--- src/rtl/cpu_ctrl_pkg.sv ---
// Shared definitions for the pipeline control logic: FSM encoding, trap cause
// codes and parameter defaults.
package cpu_ctrl_pkg;

  // Hazard controller states: normal issue, or a multi-cycle bubble train.
  typedef enum logic {
    StRun   = 1'b0,
    StStall = 1'b1
  } ctrl_state_e;

  // Trap cause codes reported on trap_cause.
  localparam logic CauseUndef = 1'b0;
  localparam logic CauseIrq   = 1'b1;

  // Parameter defaults.
  localparam int unsigned DefRegW       = 5;
  localparam int unsigned DefLoadStall  = 1;
  localparam int unsigned DefBranchInId = 1;

endpackage

--- src/rtl/hazard_match.sv ---
// Source/destination register comparator for one producing pipeline stage.
// Hits when the ID instruction really reads a register that the producer
// writes; r0 never creates a dependency.
module hazard_match
  import cpu_ctrl_pkg::*;
#(
  parameter int unsigned REG_W = DefRegW
) (
  input  logic             id_valid,
  input  logic [REG_W-1:0] id_rs,
  input  logic [REG_W-1:0] id_rt,
  input  logic             id_use_rs,
  input  logic             id_use_rt,
  input  logic [REG_W-1:0] prod_wreg,
  output logic             hit
);

  logic rs_hit;
  logic rt_hit;

  // Per-operand compare gated by the use flags, then qualified by a real
  // instruction and a non-zero destination.
  always_comb begin
    rs_hit = id_use_rs && (id_rs == prod_wreg);
    rt_hit = id_use_rt && (id_rt == prod_wreg);
    hit    = id_valid && (prod_wreg != '0) && (rs_hit || rt_hit);
  end

endmodule

--- src/rtl/hazard_stall_ctrl.sv ---
// Pipeline hazard and trap controller. Computes how many bubbles the ID
// instruction needs, inserts them (first one combinationally, the rest from a
// small down-counter), and arbitrates the undefined-instruction and interrupt
// traps against stalls and redirects.
module hazard_stall_ctrl
  import cpu_ctrl_pkg::*;
#(
  parameter int unsigned REG_W        = DefRegW,
  parameter int unsigned LOAD_STALL   = DefLoadStall,
  parameter int unsigned BRANCH_IN_ID = DefBranchInId
) (
  input  logic             clk,
  input  logic             rst_n,
  input  logic             id_valid,
  input  logic [REG_W-1:0] id_rs,
  input  logic [REG_W-1:0] id_rt,
  input  logic             id_use_rs,
  input  logic             id_use_rt,
  input  logic             id_is_branch,
  input  logic             id_undef,
  input  logic             branch_taken,
  input  logic             jump,
  input  logic             ex_reg_write,
  input  logic             ex_mem_read,
  input  logic [REG_W-1:0] ex_wreg,
  input  logic             mem_mem_read,
  input  logic [REG_W-1:0] mem_wreg,
  input  logic             irq_req,
  input  logic             in_kernel,
  output logic             pc_write,
  output logic             if_id_write,
  output logic             if_id_flush,
  output logic             id_ex_bubble,
  output logic             trap_take,
  output logic             trap_cause,
  output logic             irq_ack
);

  // Wide enough to hold the longest requirement, LOAD_STALL + 1.
  localparam int unsigned CNT_W   = $clog2(LOAD_STALL + 2);
  localparam bit          BrInId  = (BRANCH_IN_ID != 0);

  ctrl_state_e      state_q, state_d;
  logic [CNT_W-1:0] cnt_q, cnt_d;
  logic             irq_pending_q, irq_pending_d;

  logic             hit_ex;
  logic             hit_mem;
  logic             br_chk;
  logic [CNT_W-1:0] need;
  logic             irq_taken;

  hazard_match #(
    .REG_W(REG_W)
  ) u_match_ex (
    .id_valid (id_valid),
    .id_rs    (id_rs),
    .id_rt    (id_rt),
    .id_use_rs(id_use_rs),
    .id_use_rt(id_use_rt),
    .prod_wreg(ex_wreg),
    .hit      (hit_ex)
  );

  hazard_match #(
    .REG_W(REG_W)
  ) u_match_mem (
    .id_valid (id_valid),
    .id_rs    (id_rs),
    .id_rt    (id_rt),
    .id_use_rs(id_use_rs),
    .id_use_rt(id_use_rt),
    .prod_wreg(mem_wreg),
    .hit      (hit_mem)
  );

  // Stall requirement: later assignments are the larger values, so the last
  // one that applies is the maximum.
  always_comb begin
    br_chk = BrInId && id_is_branch;
    need   = '0;
    if (br_chk && mem_mem_read && hit_mem) begin
      need = CNT_W'(1);
    end
    if (br_chk && ex_reg_write && !ex_mem_read && hit_ex) begin
      need = CNT_W'(1);
    end
    if (ex_mem_read && hit_ex) begin
      need = br_chk ? CNT_W'(LOAD_STALL + 1) : CNT_W'(LOAD_STALL);
    end
  end

  // Next-state and outputs. The first bubble is issued from RUN with zero
  // latency; STALL only covers bubbles two onwards.
  always_comb begin
    state_d      = state_q;
    cnt_d        = cnt_q;
    pc_write     = 1'b1;
    if_id_write  = 1'b1;
    if_id_flush  = 1'b0;
    id_ex_bubble = 1'b0;
    trap_take    = 1'b0;
    trap_cause   = CauseUndef;
    irq_ack      = 1'b0;
    irq_taken    = 1'b0;

    unique case (state_q)
      StRun: begin
        if (id_valid && id_undef) begin
          trap_take    = 1'b1;
          trap_cause   = CauseUndef;
          if_id_flush  = 1'b1;
          id_ex_bubble = 1'b1;
        end else if (need != '0) begin
          pc_write     = 1'b0;
          if_id_write  = 1'b0;
          id_ex_bubble = 1'b1;
          if (need > CNT_W'(1)) begin
            state_d = StStall;
            cnt_d   = need - CNT_W'(2);
          end
        end else if (irq_pending_q && !in_kernel && !id_is_branch && !jump && !id_undef) begin
          // Only at a clean boundary, so EPC never points into a branch shadow.
          trap_take    = 1'b1;
          trap_cause   = CauseIrq;
          if_id_flush  = 1'b1;
          id_ex_bubble = 1'b1;
          irq_ack      = 1'b1;
          irq_taken    = 1'b1;
        end else begin
          if_id_flush = branch_taken | jump;
        end
      end
      StStall: begin
        // Redirects and traps are deliberately ignored until back in RUN.
        pc_write     = 1'b0;
        if_id_write  = 1'b0;
        id_ex_bubble = 1'b1;
        if (cnt_q == '0) begin
          state_d = StRun;
        end else begin
          cnt_d = cnt_q - CNT_W'(1);
        end
      end
    endcase

    // A new request wins over a simultaneous acknowledge.
    irq_pending_d = irq_req | (irq_pending_q & ~irq_taken);
  end

  // State, bubble counter and pending interrupt.
  always_ff @(posedge clk or negedge rst_n) begin
    if (!rst_n) begin
      state_q       <= StRun;
      cnt_q         <= '0;
      irq_pending_q <= 1'b0;
    end else begin
      state_q       <= state_d;
      cnt_q         <= cnt_d;
      irq_pending_q <= irq_pending_d;
    end
  end

endmodule

--- config.mk ---
export PLATFORM = sky130hd
export DESIGN_NAME = hazard_stall_ctrl
export DESIGN_NICKNAME = d
export VERILOG_FILES = /design/src/rtl/cpu_ctrl_pkg.sv /design/src/rtl/hazard_match.sv /design/src/rtl/hazard_stall_ctrl.sv
export SDC_FILE = /design/constraint.sdc
export NUM_CORES = 1
export LEC_CHECK = 0
export CORE_UTILIZATION = 36
export DETAILED_ROUTE_END_ITERATION = 8
export PLACE_DENSITY = 0.91
export SYNTH_ARGS = -nofsm -noshare
export SYNTH_HDL_FRONTEND = slang
export SYNTH_SLANG_ARGS = --single-unit
--- constraint.sdc ---
create_clock -name clk -period 2 [get_ports clk]
set_input_delay 0.2 -clock clk [delete_from_list [all_inputs] [get_ports clk]]
set_output_delay 0.2 -clock clk [all_outputs]
set_load 0.1 [all_outputs]
# Word level (Yosys, flattened, before mapping)
# Index checks and enable logic that the tools add are counted.
# Widths: inputs -> output; s select.
# totals
inputBits	34
out_inout_bits	7
ff_bits	4
# op_classes
n_reduce_logical	31
order_cmp	1
n_eq_ne	8
addsub	2
n_mux	30
bitwise_logic	5
# ops
cell	count
$eq 5x5->1	4
$mux 1	20
$logic_and 1x1->1	19
$mux 2	6
$reduce_bool 5->1	2
$ne 2x2->1 const B	4
$pmux 1 s2	3
$logic_not 1->1	5
$pmux 2 s2	1
$reduce_and 4->1	1
$gt 2x1->1 const B	1
$logic_not 2->1	1
$logic_or 1x1->1	2
$not 1->1	2
$or 1x1->1	2
$reduce_bool 2->1	1
$sub 2x1->2 const B	1
$sub 2x2->2 const B	1
$and 1x1->1	1

# Logic depth before layout (Yosys ltp)
# Gate-level depths: netlist of run 1.
# depth
ltp_word	15
ltp_mapped	6

# Cells and area by module
# From an unflattened synthesis of run 1, not the netlist that was laid out.
# unflattened
cells_unflattened	65
area_unflattened_um2	561.8
# modules_own_cells
mod	cells_per_inst	instances	area_per_inst_um2
hazard_stall_ctrl	31	1	294.0
hazard_match	17	2	133.9

# Worst setup path before layout of run 1
# No wires, ideal clock.
# synth_path
path_kind	input to output
start	input ex_wreg[1]
end	output trap_cause
arrival_ps	2261
required_ps	1800
stages	6
path_slack_ps	-461
path_buffers	1
cell_sequence	or4_1 > o21ai_2 > nor2_1 > nand2_2 > and3_1 > buf_4
# synth_between
elab_chain_cells	11
elab_cells_between_ends	16
classes_between	eq/ne (2); mux (5); reduce/logical (9)
# synth_lines
element	line_no	source
start: declaration	hazard_stall_ctrl.sv:25	input logic [REG_W-1:0] ex_wreg,
$eq 5x5->1 (on tied branches)	hazard_match.sv:24, hazard_match.sv:25	
$logic_and 1x1->1 (on tied branches)	hazard_match.sv:24, hazard_match.sv:25	
$logic_or 1x1->1	hazard_match.sv:26	hit = id_valid && (prod_wreg != '0) && (rs_hit || rt_hit);
$logic_and 1x1->1 (*)	hazard_match.sv:26	
$logic_and 1x1->1	hazard_stall_ctrl.sv:85	if (br_chk && ex_reg_write && !ex_mem_read && hit_ex) begin
$mux 1	hazard_stall_ctrl.sv:85	
$mux 2 (*)	hazard_stall_ctrl.sv:88	if (ex_mem_read && hit_ex) begin
$reduce_bool 2->1 (*)	hazard_stall_ctrl.sv:114	end else if (need != '0) begin
$mux 1 (*) (3 in series)	--	
end: declaration	hazard_stall_ctrl.sv:35	output logic trap_cause,
# Every way passes the cells marked *; elsewhere a longest branch is shown, timed or not.

# Worst setup path after layout of run 1
# layout_path
start	input id_rs[3]
end	output trap_take
# layout_between
elab_chain_cells	12
elab_cells_between_ends	18
classes_between	eq/ne (2); mux (6); reduce/logical (10)
# layout_lines
element	line_no	source
start: declaration	hazard_stall_ctrl.sv:15	input logic [REG_W-1:0] id_rs,
$eq 5x5->1	hazard_match.sv:24	rs_hit = id_use_rs && (id_rs == prod_wreg);
$logic_and 1x1->1	hazard_match.sv:24	
$logic_or 1x1->1	hazard_match.sv:26	
$logic_and 1x1->1	hazard_match.sv:26	
$logic_and 1x1->1	hazard_stall_ctrl.sv:82	if (br_chk && mem_mem_read && hit_mem) begin
$mux 1	hazard_stall_ctrl.sv:82	
$mux 1	hazard_stall_ctrl.sv:85	
$mux 2 (*)	hazard_stall_ctrl.sv:88	
$reduce_bool 2->1 (*)	hazard_stall_ctrl.sv:114	
$mux 1 (*)	hazard_stall_ctrl.sv:114	
$mux 1 (*)	hazard_stall_ctrl.sv:109	if (id_valid && id_undef) begin
$mux 1 (*)	hazard_stall_ctrl.sv:107	unique case (state_q)
end: declaration	hazard_stall_ctrl.sv:34	output logic trap_take,
# Marks and branches as above.

==> results of run 1 <==
-- cell type report --
type / count / area, sq um
Sequential cell: 4 / 100
Multi-Input combinational cell: 66 / 510
Tap cell: 16 / 20.0
Clock buffer: 3 / 22.5
Inverter: 2 / 7.51
Timing Repair Buffer: 44 / 522
Fill cell: 98 / 307
-- worst max-delay path, stage by stage --
cell	delay, ns
clkdlybuf4s50_1	0.49
xnor2_1	0.26
nand4_1	0.13
o22ai_2	0.19
nand2_2	0.13
a31o_2	0.28
buf_12	0.17
-- cells in the mapped netlist --
library cell and count:
buf_4 2, buf_1 1, nand3_1 2, nand2_2 1, a21o_2 1, nand4_1 5, and3_1 1, nor3_1 1
nor2_1 8, or3_1 1, o22ai_1 2, dfrtp_1 4, a21oi_1 3, a31oi_1 1, nand2_1 7, mux2i_1 1
nor4_1 1, o21ai_2 1, a22o_1 2, o21ai_0 1, xnor2_1 21, or4_1 2, a31o_2 2, inv_1 2
ha_1 1, nand2b_1 1
-- path summary, 6_finish.rpt --
check / endpoint / slack [ns] / cells past startpoint
setup / recovery: trap_take / -0.06 / 7
hold / removal: cnt_q[1] / 0.16 / 1
setup reg to reg: irq_pending_q / 0.82 / 4
hold reg to reg: irq_pending_q / 0.57 / 2
max in group asynchronous: irq_pending_q / 1.68 / 1
min in group clk: irq_pending_q / 0.56 / 3
-- stage by stage --
stage / setup TNS, ns / power [mW]
finish: -0.197 / 0.436
detailed placement: -0.780 / 0.319
floorplan: -0.306 / 0.191
global placement: -0.476 / 0.313
CTS: 0 / 0.422
global route: -0.360 / 0.447
-- sequential cells by signal (all words and copies together) (netlist names) --
name and flops:
cnt_q 2, irq_pending_q 1, state_q 1
-- timing repair --
item,in CTS,in global routing
endpoints found under the setup margin,7,7
resized for setup,9,18
pin swaps,4,14
buffers inserted,0,0
-- report_power, final --
group | internal [mW] | switching (mW)
Sequential | 0.0823 | 0.000722
Clock | 0.0673 | 0.0362
Combinational | 0.123 | 0.126
-- cell families after synthesis --
kind of cell | count (synthesis) | share of synthesized area, %
AOI/OAI and AO/OA | 13 | 15.9
xor gates and xnor gates | 21 | 32.1
adders and majority gates | 1 | 2.18
buffers and inverters | 5 | 4.58
DFF | 4 | 17.5
muxes | 1 | 1.75
and+or+nand+nor | 30 | 26.0
-- per-layer routing --
metal | global-route usage, % | up-vias | wire [um]
met5 | 0 | - | 0
met3 | 3.48 | 11 | 89
met1 | 27.9 | 378 | 906
met2 | 47.5 | 34 | 1300
met4 | 14.8 | 0 | 112
li1 | - | 353 | -
==> impl_metrics.py, run 1 <==
metrics = {
    "timing": {
        "holdWs_ns": 0.156,
        "fin_crit_sh_pct": 103,
        "final.min_clock_period_ns": 2.06,
        "slew_viol_final": 0,
        "fmax_mhz": 487,
        "setup_viol": 4,
        "fin_ws_ns": -0.0552,
        "finClkSkew_ns": 0.00177,
        "hold_viol": 0,
        "slew_headroom_pct": 77.8,
        "tightest_slew_ns": 0.331,
    },
    "route": {
        "vias": 776,
        "wl_per_cell_um": 17.8,
        "ant_nets": 0,
        "via_per_inst": 5.75,
        "drt_iter0_drc": 18,
        "firstDrtPassIters": 4,
        "drc": 0,
        "wirelength_um": 2410,
    },
    "run": {
        "maxCapViolations": 0,
    },
    "setup_path": {
        "r2r_start": "irq_pending_q",
        "setup.worst_path.class": "input port to output pin",
        "crit_path_start_kind": "input port",
        "cp-startpoint": "id_rs[3]",
        "worstPathArrival_ns": 1.86,
        "cp.required_ns": 1.80,
        "cp-end-kind": "output pin",
        "crit_fanout": 6,
    },
    "synth": {
        "syn_area_per_cell_sq_um": 7.64,
        "synth_area_leaders": "xnor2_1 (32%), dfrtp_1 (17%), nand4_1 (5.5%)",
        "syn_nets": 110,
        "ys_seq_elements": 4,
        "ys_warn_count": 0,
        "yosysSeqAreaShare_pct": 17.5,
        "synth_cells": 75,
        "netlist.area_leader.share_pct": 32.1,
        "yosys.area.top_type": "xnor2_1",
        "yosysUniqueCellTypes": 26,
        "syn_area_sq_um": 573,
    },
    "global_routing": {
        "antenna_found_initial": 0,
        "grt_max_degree": 8,
        "grt_pass1_vias": 787,
        "grtUsageTotal_pct": 25.9,
        "grt_pass1_wl_um": 3440,
        "overflow": 0,
    },
    "clocking": {
        "cts.root.buffer_cell": "clkbuf_4",
        "clk_latency_ns": 0.24,
        "clkSlewWorstSetupHoldPaths_ns": 0.04,
        "cts_made_buffers": 3,
        "cts_max_level": 1,
        "cts_hold_buffers": 0,
        "cts_tree": "done",
        "cts_sinks": 4,
        "ctsLongestPathBuffers": 2,
    },
    "status": {
        "violations": "setup timing",
        "status": "finished, violations left",
    },
    "pwr": {
        "power.density_mw_per_mm2": 369,
        "p_leak_nw": 0.540,
        "vdd_drop_max_mv": 0.192,
    },
    "placed_design": {
        "place_inst": 132,
        "port_buffers": 40,
        "gp_congestion": 0.892,
        "pre_cts_slack_ns": -0.160,
        "placed_cell_area_sq_mm": 0.00108,
    },
    "hold_path": {
        "hold_path.class": "input port to asynchronous set/reset pin",
    },
    "cells_and_area": {
        "drive_gt1_share_pct": 23.5,
        "layout_commonest_cell": "xnor2_1",
        "areaGrowthSynthToFinish_pct": 106,
        "final_net_count": 156,
        "final_util_pct": 79.4,
        "n_antenna_cell": 0,
        "instances_no_fill": 135,
        "final_cell_mix": "xnor2_1 (19), clkdlybuf4s50_1 (17), dlymetal6s2s_1 (11)",
        "design_area_sq_mm": 0.00118,
    },
    "floorplan": {
        "initial_core_util_pct": 38.5,
        "die_area_sq_mm": 0.00176,
        "placementRows": 14,
        "die_h_um": 41.9,
        "core_sq_mm": 0.00149,
        "num_io_pins": 41,
        "die_w_um": 41.9,
    },
}
Power figures use the tool's default switching activity.
==> inputs of run 2 (changes only) <==
CORE_MARGIN = 1   (was unset)
==> results of run 2 <==
Final layout, timing and power as in run 1 (identical DEF).
==> inputs of run 3 (changes only) <==
RECOVER_POWER = 50   (was unset)
==> impl_metrics.py, run 3 (synthesis gave the netlist of run 1 again) <==
metrics = {
    "clocking": {
        "cts_made_buffers": 3,
        "cts.root.buffer_cell": "clkbuf_4",
        "cts_tree": "done",
        "cts_sinks": 4,
        "clk_latency_ns": 0.24,
        "clkSlewWorstSetupHoldPaths_ns": 0.04,
        "ctsLongestPathBuffers": 2,
        "cts_max_level": 1,
        "cts_setup_buffers": 0,
    },
    "global_routing": {
        "overflow": 0,
        "antenna_found_initial": 0,
        "grt_max_degree": 8,
        "grt_pass1_wl_um": 3440,
        "grtUsageTotal_pct": 25.9,
        "grt_pass1_vias": 787,
    },
    "pwr": {
        "power_frac_comb_pct": 57.2,
        "power.switching_mw": 0.163,
        "power.density_mw_per_mm2": 369,
        "vdd_drop_max_mv": 0.192,
        "p_leak_nw": 0.541,
        "p_clk_share_pct": 23.8,
        "seq_power_share_pct": 19.0,
        "sw_frac_of_total_pct": 37.5,
        "total_power_mw": 0.436,
        "p_int_mw": 0.272,
    },
    "cells_and_area": {
        "reg_top3": "cnt_q: 2 flops, irq_pending_q: 1 flops, state_q: 1 flops",
        "nFillCells": 98,
        "areaGrowthSynthToFinish_pct": 106,
        "design_area_sq_mm": 0.00118,
        "drive_gt1_share_pct": 23.5,
        "top_register": "cnt_q",
        "final_net_count": 156,
        "n_antenna_cell": 0,
        "layout_commonest_cell": "xnor2_1",
        "largest_reg_flops": 2,
        "final_cell_mix": "xnor2_1 (19), clkdlybuf4s50_1 (16), dlymetal6s2s_1 (11)",
    },
    "timing": {
        "fmax_mhz": 487,
        "fin_ws_ns": -0.0554,
        "final.min_clock_period_ns": 2.06,
        "tightest_slew_ns": 0.331,
        "finClkSkew_ns": 0.00177,
        "slew_viol_final": 0,
        "fin_crit_sh_pct": 103,
        "slew_headroom_pct": 77.8,
        "hold_viol": 0,
        "setup_viol": 4,
    },
    "setup_path": {
        "crit_chain": "clkdlybuf4s50_1 -> xnor2_1 -> nand4_1 -> o22ai_2 -> nand2_2 -> a31o_2 -> buf_12",
        "worstPathArrival_ns": 1.86,
        "critPathTopFamily": "buffers and inverters",
        "cp_num_buf_inv": 2,
        "cpPeakStageDelay_ns": 0.49,
        "slowest_stage": "clkdlybuf4s50_1",
        "cp-end-kind": "output pin",
        "crit_path_start_kind": "input port",
        "setup.worst_path.class": "input port to output pin",
        "crit_fanout": 6,
        "cp.required_ns": 1.80,
    },
    "route": {
        "drt_iter0_drc": 18,
        "via_per_inst": 5.73,
        "wirelength_um": 2400,
        "drc": 0,
        "firstDrtPassIters": 4,
        "wl_per_cell_um": 17.7,
        "vias": 774,
        "ant_nets": 0,
    },
    "floorplan": {
        "num_io_pins": 41,
        "die_area_sq_mm": 0.00176,
        "core_sq_mm": 0.00149,
        "die_w_um": 41.9,
        "die_h_um": 41.9,
        "initial_core_util_pct": 38.5,
        "placementRows": 14,
    },
    "status": {
        "violations": "setup timing",
        "status": "finished, violations left",
    },
    "placed_design": {
        "gp_congestion": 0.892,
        "port_buffers": 40,
        "placed_cell_area_sq_mm": 0.00108,
    },
    "hold_path": {
        "hold_path.class": "input port to asynchronous set/reset pin",
    },
    "run": {
        "maxCapViolations": 0,
    },
}
-- run 3: cell count changes in the layout (fill, tap and decap cells not counted), sizes merged --
cell | previous run | this run
clkdlybuf4s50 | 17 | 16
dlygate4sd3 | 0 | 1
-- run 3: what timing repair did --
action	4_1_cts	5_1_grt
pin swaps	4	14
hold buffers	0	0
resized for setup	9	18
endpoints found under the setup margin	7	7
-- run 3: metal layers --
layer	wire length (um)	GRT usage [%]
met1	887	27.9
met2	1290	47.5
met3	100	3.48
met4	112	14.8
met5	0	0
-- run 3: final timing paths --
path | slack (ns) | cells after the start | startpoint | endpoint
worst max-delay path | -0.06 | 7 | id_rs[3] | trap_take
worst min-delay path | 0.23 | 1 | rst_n | cnt_q[1]
worst max register to register | 0.82 | 4 | irq_pending_q | irq_pending_q
worst min register to register | 0.57 | 2 | irq_pending_q | irq_pending_q
max in group asynchronous | 1.61 | 1 | rst_n | irq_pending_q
min in group clk | 0.56 | 3 | irq_req | irq_pending_q
-- run 3: power by group through the flow --
| stage | combinational (mW) | sequential (mW) | clock [mW] |
|---|---|---|---|
| floorplan | 0.107 | 0.0836 | 0 |
| global placement | 0.229 | 0.0838 | 0 |
| detailed placement | 0.236 | 0.0839 | 0 |
| CTS | 0.236 | 0.0829 | 0.104 |
| global route | 0.260 | 0.0831 | 0.104 |
| finish | 0.249 | 0.0830 | 0.104 |
-- run 3: through the flow --
step | cells | hold slack [ns] | worst slack (ns) | TNS (ns) | util [%]
after floorplan | 75 | -0.0956 | -0.124 | -0.306 | -
after global placement | 132 | 0.407 | -0.112 | -0.476 | 72.3
after detailed placement | 132 | 0.412 | -0.160 | -0.780 | 72.3
after CTS | 135 | 0.164 | 0.0141 | 0 | 74.5
after global routing | 135 | 0.262 | -0.0871 | -0.360 | 79.4
final | 135 | 0.226 | -0.0554 | -0.198 | 79.4
-- run 3: worst register-to-register path, delay by kind of cell (launching register included) --
kind,cells,cell delay (ns)
AND/OR/NAND/NOR,3,0.61
flip-flops,1,0.35
AO/OA/AOI/OAI,1,0.09
-- run 3: area by class of cell --
class / instances / area [sq um] / area share (%)
Clock buffer: 3 / 22.5 / 1.90
Inverter: 2 / 7.51 / 0.635
Multi-Input combinational cell: 66 / 510 / 43.2
Sequential cell: 4 / 100 / 8.47
Tap cell: 16 / 20.0 / 1.69
Timing Repair Buffer: 44 / 522 / 44.1
